[src/rtl/pong_pkg.sv]
// Shared encodings and constants for the Pong game-flow logic.
package pong_pkg;

    localparam int CLK_HZ = 25_175_000;

    typedef enum logic [1:0] {
        ST_IDLE  = 2'd0,
        ST_SERVE = 2'd1,
        ST_PLAY  = 2'd2,
        ST_OVER  = 2'd3
    } state_t;

    localparam logic [1:0] MODE_NONE = 2'd0;
    localparam logic [1:0] MODE_1P   = 2'd1;
    localparam logic [1:0] MODE_2P   = 2'd2;

    // Counter width able to hold the larger of two delays; never below one bit.
    function automatic int timer_width(input int a, input int b);
        int m;
        m = (a > b) ? a : b;
        return (m > 1) ? $clog2(m) : 1;
    endfunction

endpackage

[src/rtl/cycle_timer.sv]
// Loadable down-counter; expired is high while the count sits at zero.
module cycle_timer #(
    parameter int W = 8
) (
    input  logic         clk_0,
    input  logic         rst,
    input  logic         load,
    input  logic [W-1:0] load_val,
    output logic         expired
);

    logic [W-1:0] cnt_q;
    logic [W-1:0] cnt_d;

    always_comb begin
        cnt_d = cnt_q;
        if (load) begin
            cnt_d = load_val;
        end else if (cnt_q != '0) begin
            cnt_d = cnt_q - 1'b1;
        end
    end

    always_ff @(posedge clk_0 or negedge rst) begin
        if (!rst) begin
            cnt_q <= '0;
        end else begin
            cnt_q <= cnt_d;
        end
    end

    assign expired = (cnt_q == '0);

endmodule

[src/rtl/match_sequencer.sv]
// Pong match controller: mode select, serve delay, rally scoring, game-over hold.
//   state     | meaning
//   ST_IDLE   | waiting for a start pulse, paddles centred
//   ST_SERVE  | serve delay running, ball held
//   ST_PLAY   | rally live, misses score points
//   ST_OVER   | winner displayed for the hold time
module match_sequencer
    import pong_pkg::*;
#(
    parameter int WIN_SCORE   = 7,
    parameter int SERVE_DELAY = CLK_HZ,
    parameter int OVER_DELAY  = 3 * CLK_HZ
) (
    input  logic       clk_0,
    input  logic       rst,
    input  logic       start_1p,
    input  logic       start_2p,
    input  logic       miss_left,
    input  logic       miss_right,
    output logic       reset_game,
    output logic [1:0] mode_choice,
    output logic       serve,
    output logic       serve_dir,
    output logic [3:0] score_p1,
    output logic [3:0] score_p2,
    output logic [1:0] state,
    output logic       winner
);

    localparam int TW = timer_width(SERVE_DELAY, OVER_DELAY);
    localparam logic [TW-1:0] SERVE_LOAD = TW'(SERVE_DELAY - 1);
    localparam logic [TW-1:0] OVER_LOAD  = TW'(OVER_DELAY - 1);
    localparam logic [3:0]    WIN_VAL    = 4'(WIN_SCORE);

    state_t        state_q, state_d;
    logic          reset_game_q, reset_game_d;
    logic [1:0]    mode_q, mode_d;
    logic          serve_q, serve_d;
    logic          dir_q, dir_d;
    logic [3:0]    p1_q, p1_d;
    logic [3:0]    p2_q, p2_d;
    logic          winner_q, winner_d;
    logic          tmr_load;
    logic [TW-1:0] tmr_val;
    logic          tmr_expired;

    cycle_timer #(
        .W(TW)
    ) u_timer (
        .clk_0   (clk_0),
        .rst     (rst),
        .load    (tmr_load),
        .load_val(tmr_val),
        .expired (tmr_expired)
    );

    always_comb begin
        state_d  = state_q;
        mode_d   = mode_q;
        serve_d  = 1'b0;
        dir_d    = dir_q;
        p1_d     = p1_q;
        p2_d     = p2_q;
        winner_d = winner_q;
        tmr_load = 1'b0;
        tmr_val  = SERVE_LOAD;

        case (state_q)
            ST_IDLE: begin
                if (start_1p || start_2p) begin
                    state_d  = ST_SERVE;
                    mode_d   = start_1p ? MODE_1P : MODE_2P;
                    p1_d     = 4'd0;
                    p2_d     = 4'd0;
                    dir_d    = 1'b0;
                    tmr_load = 1'b1;
                end
            end
            ST_SERVE: begin
                if (tmr_expired) begin
                    serve_d = 1'b1;
                    state_d = ST_PLAY;
                end
            end
            ST_PLAY: begin
                // Simultaneous misses on both edges are treated as noise.
                if (miss_left ^ miss_right) begin
                    tmr_load = 1'b1;
                    if (miss_right) begin
                        p1_d     = p1_q + 4'd1;
                        dir_d    = 1'b1;
                        winner_d = 1'b0;
                    end else begin
                        p2_d     = p2_q + 4'd1;
                        dir_d    = 1'b0;
                        winner_d = 1'b1;
                    end
                    if ((p1_d == WIN_VAL) || (p2_d == WIN_VAL)) begin
                        state_d = ST_OVER;
                        tmr_val = OVER_LOAD;
                    end else begin
                        state_d = ST_SERVE;
                    end
                end
            end
            ST_OVER: begin
                if (tmr_expired) begin
                    state_d = ST_IDLE;
                    mode_d  = MODE_NONE;
                end
            end
            default: state_d = ST_IDLE;
        endcase

        reset_game_d = (state_d == ST_IDLE) || (state_d == ST_OVER);
    end

    always_ff @(posedge clk_0 or negedge rst) begin
        if (!rst) begin
            state_q      <= ST_IDLE;
            reset_game_q <= 1'b1;
            mode_q       <= MODE_NONE;
            serve_q      <= 1'b0;
            dir_q        <= 1'b0;
            p1_q         <= 4'd0;
            p2_q         <= 4'd0;
            winner_q     <= 1'b0;
        end else begin
            state_q      <= state_d;
            reset_game_q <= reset_game_d;
            mode_q       <= mode_d;
            serve_q      <= serve_d;
            dir_q        <= dir_d;
            p1_q         <= p1_d;
            p2_q         <= p2_d;
            winner_q     <= winner_d;
        end
    end

    assign state       = state_q;
    assign reset_game  = reset_game_q;
    assign mode_choice = mode_q;
    assign serve       = serve_q;
    assign serve_dir   = dir_q;
    assign score_p1    = p1_q;
    assign score_p2    = p2_q;
    assign winner      = winner_q;

endmodule
[config.mk]
export PLATFORM = sky130hd
export DESIGN_NAME = match_sequencer
export DESIGN_NICKNAME = d
export VERILOG_FILES = /design/src/rtl/pong_pkg.sv /design/src/rtl/cycle_timer.sv /design/src/rtl/match_sequencer.sv
export SDC_FILE = /design/constraint.sdc
export NUM_CORES = 1
export LEC_CHECK = 0
export CAP_MARGIN = 20
export CORE_MARGIN = 8
export CORE_UTILIZATION = 57
export CTS_CLUSTER_SIZE = 20
export DETAILED_ROUTE_END_ITERATION = 10
export PLACE_DENSITY = 0.79
export RECOVER_POWER = 100
export SLEW_MARGIN = 20
export SYNTH_ARGS = -nofsm -noshare
export SYNTH_HDL_FRONTEND = slang
export SYNTH_SLANG_ARGS = --single-unit
[constraint.sdc]
create_clock -name clk_0 -period 3.2 [get_ports clk_0]
set_clock_uncertainty 0.2 [all_clocks]
set_input_delay 0.96 -clock clk_0 [delete_from_list [all_inputs] [get_ports clk_0]]
set_output_delay 0.96 -clock clk_0 [all_outputs]
set_load 0.01 [all_outputs]
==> results of run 1 <==
[tightest hold or removal path, stage by stage (launching register included)]
cell and delay [ns]:
dfrtp_1 0.38, o41ai_1 0.06, a21oi_1 0.06
[routing by layer]
| layer | global-route usage | vias up |
|---|---|---|
| met4 | 0.0491 | 0 |
| met5 | 0 | - |
| met3 | 0.0394 | 5 |
| li1 | - | 994 |
| met2 | 0.281 | 54 |
| met1 | 0.258 | 988 |
[layout by cell type, fill, tap and decap left out, drive strengths merged, types with 3 or more instances in the layout]
| cell type | n |
|---|---|
| dfrtp | 42 |
| nor2 | 22 |
| o21ai | 18 |
| dlygate4sd3 | 17 |
| a21oi | 15 |
| nand2 | 14 |
| or4 | 12 |
| clkbuf | 12 |
| or3 | 9 |
| xnor2 | 8 |
| nand3 | 7 |
| or2 | 7 |
| nor4 | 6 |
| o31ai | 6 |
| nor3 | 6 |
| nand2b | 5 |
| xor2 | 5 |
| inv | 5 |
| nand4 | 5 |
| buf | 5 |
| a21o | 3 |
| nand4b | 3 |
| o211ai | 3 |
| ha | 3 |
| clkdlybuf4s50 | 3 |
| a31o | 3 |
[state kept, by name (all words and copies together) (netlist names)]
register,count
winner,1
score_p2,4
u_timer.cnt_q,27
reset_game,1
serve,1
serve_dir,1
score_p1,4
state,2
mode_choice,2
[power breakdown]
part           switching [W]  internal (W)  total [W]
Sequential          0.000148      0.000680   0.000828
Combinational       0.000309      0.000262   0.000571
Clock               0.000198      0.000233   0.000431
[through the flow]
stage	util	area, um^2	hold WS (ns)	std cells	power (W)
5_1_grt	0.688	2730	0.368	328	0.00195
3_3_place_gp	0.667	2650	0.324	320	0.00141
6_report	0.688	2730	0.340	328	0.00183
3_5_place_dp	0.667	2650	0.332	320	0.00143
2_1_floorplan	-	2340	0.300	246	0.00121
4_1_cts	0.695	2760	0.344	328	0.00186
[cells by family after synthesis]
| logic type | Yosys count |
|---|---|
| mux | 3 |
| xor+xnor | 13 |
| compound gates | 65 |
| flops | 43 |
| simple gates | 106 |
| fa+ha+maj | 3 |
| buf+inv | 13 |
[cell type report]
class	count	area [um^2]	share of cell area
Tap cell	50	62.6	0.0229
Clock inverter	3	43.8	0.0160
Inverter	5	18.8	0.00687
Multi-Input combinational cell	190	1190	0.437
Sequential cell	43	1080	0.394
Clock buffer	5	68.8	0.0252
Timing Repair Buffer	32	265	0.0971
[final timing paths]
check	depth (start not counted)	slack, ns	startpoint	end
max in group asynchronous	2	0.97	rst	u_timer.cnt_q[4]$_DFFE_PN0P_
min in group asynchronous	1	0.67	rst	u_timer.cnt_q[1]$_DFFE_PN0P_
setup / recovery	7	0.25	miss_right	u_timer.cnt_q[5]$_DFFE_PN0P_
setup reg to reg	5	0.48	u_timer.cnt_q[3]$_DFFE_PN0P_	u_timer.cnt_q[21]$_DFFE_PN0P_
hold reg to reg	2	0.34	u_timer.cnt_q[17]$_DFFE_PN0P_	u_timer.cnt_q[17]$_DFFE_PN0P_
hold / removal	2	0.34	u_timer.cnt_q[17]$_DFFE_PN0P_	u_timer.cnt_q[17]$_DFFE_PN0P_
==> metrics.cfg, run 1 <==
[status]
status = completed

[place]
io_buffers = 21
dpl.hpwl_mm = 4.11
pre_cts_slack_ns = 0.0283
gp_congestion = 0.859

[timing]
rsz0062_at_grt = false
min_period_over_period = 0.923
drv_slew = 0
hold_violations = 0
max_freq_mhz = 338
setup_tns_ns = 0
period_needed_ns = 2.95
slew-limit-headroom = 0.223
finalSetupViolations = 0
layout_setup_ws_ns = 0.245
worst_slew_pin_slew_ns = 1.17

[synth]
async_flop_share = 1.00
syn_nets = 255
synth_compound_area_frac = 0.179
synth_top_flop_cell = dfrtp_1
synth_cells = 246
yosysSeqAreaShare = 0.461
synth_edf_count = 0
netlist_area_um2 = 2340
synth_top_area_frac = 0.450
synth_top_family_by_area = simple AND/OR/NAND/NOR gates
ys_top_cells_by_count = dfrtp_1, nor2_1, o21ai_0
syn_area_per_cell_um2 = 9.50
synthAdderAreaFrac = 0.0161
synthMuxAreaShare = 0.0134
ys_seq_elements = 43
synthSimpleGateAreaFrac = 0.257
synthXorXnorAreaFrac = 0.0487
yosysWarnings = 0
synth_largest_area_cell = dfrtp_1
synth_area_leaders = dfrtp_1, o21ai_0, nor2_1
ys_types = 52
yosysMostFrequentCell = dfrtp_1

[routing]
wire_per_inst_um = 16.9
vias_per_cell = 6.22
wl_met2_mm = 2.63
met3_length_um = 311
met1_length_mm = 2.53
drcViolationCount = 0
top_layer = met4
drt_iter0_drc = 175
detail-route-antenna-nets = 0
first_pass_iters = 4
wirelength_mm = 5.55
vias = 2041

[cts]
cts_tree = yes
clock_path_buffers = 2
path_clk_slew_ns = 0.09
clock_latency_ns = 0.30
cts_root_buf = clkbuf_8
postCtsSetupBuffers = 0
cts_buffers = 5
cts_resized = 0
clock_sinks = 43
htree_levels = 2
cts_hold_buf = 0

[floorplanning]
chipHeight_um = 80.0
rows = 23
initial_core_util = 0.589
chipWidth_um = 80.0
io-pin-count = 22
dieArea_um2 = 6410
coreArea_um2 = 3970

[setup_path]
critical_path.max_stage_delay_ns = 0.79
crit_chain = dlygate4sd3_1 -> xor2_1 -> and2_1 -> a21oi_1 -> clkbuf_1 -> nand2_1 -> mux2i_1
crit_buf_inv = 2
cp-start-kind = input pin
crit_arrival_ns = 2.99
cp_slowest_cell = dlygate4sd3_1
endpoint_kind = register
crit_family = buffers and inverters
crit_fanout = 13
critPathRequiredTime_ns = 3.23
critPathKind = input pin to register

[finish]
fill_cells = 330
fin_nets = 286
areaGrowthSynthToFinish_pct = 16.9
drive_gt1_frac = 0.0971
antenna_cells = 0

[grt]
grt_usage = 0.185
antenna_found_initial = 0
grt_max_degree = 23
grt_pass1_wl_mm = 9.39
grt_overflow = 0
grt_pass1_vias = 1950

[power_and_ir_drop]
power_density_nw_per_um2 = 670
p_leak_nw = 1.09
max-vdd-ir-drop_v = 0.000534

[hold_path]
hp-class = register to register

[run]
drv_cap = 0

No activity file was read; power rests on OpenSTA's default activity.
==> run 2: changes to the inputs <==
Settings changed: CORE_ASPECT_RATIO set to 0.6.
==> metrics.cfg, run 2 (same netlist as run 1, synthesis figures left out) <==
[cts]
postCtsSetupBuffers = 0  ; unchanged
clock_latency_ns = 0.30  ; about the same
cts_buffers = 5  ; unchanged
clock_sinks = 43  ; unchanged
htree_levels = 2  ; unchanged
cts_hold_buf = 0  ; unchanged
path_clk_slew_ns = 0.08  ; was 0.09 ns
cts_resized = 0  ; unchanged
cts_root_buf = clkbuf_8  ; unchanged
cts_tree = yes  ; unchanged
clock_path_buffers = 2  ; unchanged

[routing]
wire_per_inst_um = 17.2  ; was 16.9 um
vias_per_cell = 6.31  ; was 6.22
first_pass_iters = 4  ; unchanged
wirelength_mm = 5.63  ; was 5.55 mm
vias = 2065  ; was 2041
drcViolationCount = 0  ; unchanged
detail-route-antenna-nets = 0  ; unchanged
drt_iter0_drc = 142  ; was 175

[finish]
largest_reg_flops = 27  ; unchanged
postLayoutCellArea_um2 = 2700  ; was 2730 um^2
areaGrowthSynthToFinish_pct = 15.4  ; was 16.9%
mostFrequentLayoutCells = dfrtp_1, nor2_1, dlygate4sd3_1  ; was dfrtp_1, nor2_1, o21ai_0, dlygate4sd3_1, a21oi_1
antenna_cells = 0  ; unchanged
fill_cells = 329  ; was 330
final_common_cell = dfrtp_1  ; unchanged
multiInputGateArea_um2 = 1190  ; unchanged
regMostFlops = u_timer.cnt_q  ; unchanged
regArea_um2 = 1080  ; unchanged
fin_nets = 285  ; was 286
drive_gt1_frac = 0.0903  ; was 0.0971

[power_and_ir_drop]
power_density_nw_per_um2 = 652  ; was 670 nW/um^2
p_leak_nw = 1.07  ; was 1.09 nW
total_power_w = 0.00176  ; was 0.00183 W
max-vdd-ir-drop_v = 0.000420  ; was 0.000534 V

[setup_path]
cp_slowest_cell = dlygate4sd3_1  ; unchanged
crit_chain = dlygate4sd3_1 -> xor2_1 -> a22o_1 -> buf_4 -> clkbuf_1 -> nor2_1  ; was dlygate4sd3_1 -> xor2_1 -> and2_1 -> a21oi_1 -> clkbuf_1 -> nand2_1 -> mux2i_1
crit_buf_inv = 3  ; was 2
cp_num_cells = 6  ; was 7
critPathRequiredTime_ns = 3.17  ; was 3.23 ns
r2r_slack_ns = 0.29  ; was 0.48 ns
timing.rr.end = u_timer.cnt_q[21]$_DFFE_PN0P_  ; unchanged
critical_path.max_stage_delay_ns = 0.79  ; about the same
critPathKind = input pin to register  ; unchanged
cp-start-kind = input pin  ; unchanged
crit_arrival_ns = 2.98  ; was 2.99 ns
reg2reg_from = u_timer.cnt_q[3]$_DFFE_PN0P_  ; unchanged
endpoint_kind = register  ; unchanged
crit_family = buffers and inverters  ; unchanged
crit_fanout = 11  ; was 13
reg2regPathDepth = 5  ; unchanged

[grt]
grt_max_degree = 18  ; was 23
grt_pass1_vias = 1834  ; was 1950
antenna_found_initial = 0  ; unchanged
grt_pass1_wl_mm = 9.29  ; was 9.39 mm
grt_usage = 0.180  ; was 0.185
grt_overflow = 0  ; unchanged

[place]
pre_cts_slack_ns = -0.0447  ; was 0.0283 ns
dpl-instance-area_um2 = 2640  ; was 2650 um^2
dpl.hpwl_mm = 4.24  ; was 4.11 mm
gp_congestion = 0.913  ; was 0.859
io_buffers = 21  ; unchanged

[floorplanning]
io-pin-count = 22  ; unchanged
initial_core_util = 0.580  ; was 0.589
coreArea_um2 = 4030  ; was 3970 um^2
rows = 18  ; was 23
chipHeight_um = 65.6  ; was 80.0 um
chipWidth_um = 98.7  ; was 80.0 um
dieArea_um2 = 6470  ; was 6410 um^2

[timing]
period_needed_ns = 3.01  ; was 2.95 ns
slew-limit-headroom = 0.367  ; was 0.223
max_freq_mhz = 332  ; was 338 MHz
worst_slew_pin_slew_ns = 0.950  ; was 1.17 ns
hold_violations = 0  ; unchanged
finalSetupViolations = 0  ; unchanged
min_period_over_period = 0.941  ; was 0.923
drv_slew = 0  ; unchanged
layout_setup_ws_ns = 0.189  ; was 0.245 ns
rsz0062_at_grt = false  ; unchanged

[hold_path]
holdCritStartpoint = winner$_DFFE_PN0P_  ; was u_timer.cnt_q[17]$_DFFE_PN0P_
worstHoldEndpoint = winner$_DFFE_PN0P_  ; was u_timer.cnt_q[17]$_DFFE_PN0P_
hold_depth = 2  ; unchanged
hp-class = register to register  ; unchanged

[run]
drv_cap = 0  ; unchanged

[status]
status = completed  ; unchanged

[run 2: tightest hold or removal path: stages, from the launching register on]
cell,delay (ns)
dfrtp_1,0.36
nor2_1,0.05
nor2_1,0.10
[run 2: power by group]
group | internal (W) | switching, W
clock network | 0.000152 | 0.000196
registers | 0.000680 | 0.000150
logic | 0.000258 | 0.000321
total | 0.00109 | 0.000667
[run 2: cell type report]
| type | instances | area share |
|---|---|---|
| clock inverter | 3 | 0.00742 |
| inverter | 5 | 0.00696 |
| clock buffer | 5 | 0.0255 |
| multi-input combinational | 190 | 0.443 |
| timing repair buffer | 31 | 0.0942 |
| tap | 50 | 0.0232 |
| sequential | 43 | 0.400 |
[run 2: routing by layer]
layer	track usage	up-vias	wire [um]
li1	-	988	-
met1	0.268	1006	2800
met2	0.244	66	2350
met3	0.0611	5	441
met4	0.0380	0	40
met5	0	-	0
[run 2: worst max-delay path by stage]
stage / slack (ns) / start / end
final: 0.19 / miss_right / u_timer.cnt_q[20]$_DFFE_PN0P_
after global routing: 0.06 / miss_right / u_timer.cnt_q[14]$_DFFE_PN0P_
after CTS: 0.26 / miss_right / u_timer.cnt_q[14]$_DFFE_PN0P_
after detailed placement: -0.04 / miss_right / u_timer.cnt_q[14]$_DFFE_PN0P_
after global placement: 0.07 / miss_right / u_timer.cnt_q[14]$_DFFE_PN0P_
after floorplan: 0.75 / start_2p / u_timer.cnt_q[10]$_DFFE_PN0P_
[run 2: stage by stage]
step	utilization	setup TNS, ns	hold slack (ns)	std cells
finish	0.669	0	0.345	327
global route	0.669	0	0.381	327
CTS	0.677	0	0.358	327
detailed placement	0.655	-0.0876	0.339	319
global placement	0.655	0	0.332	319
floorplan	-	0	0.300	246
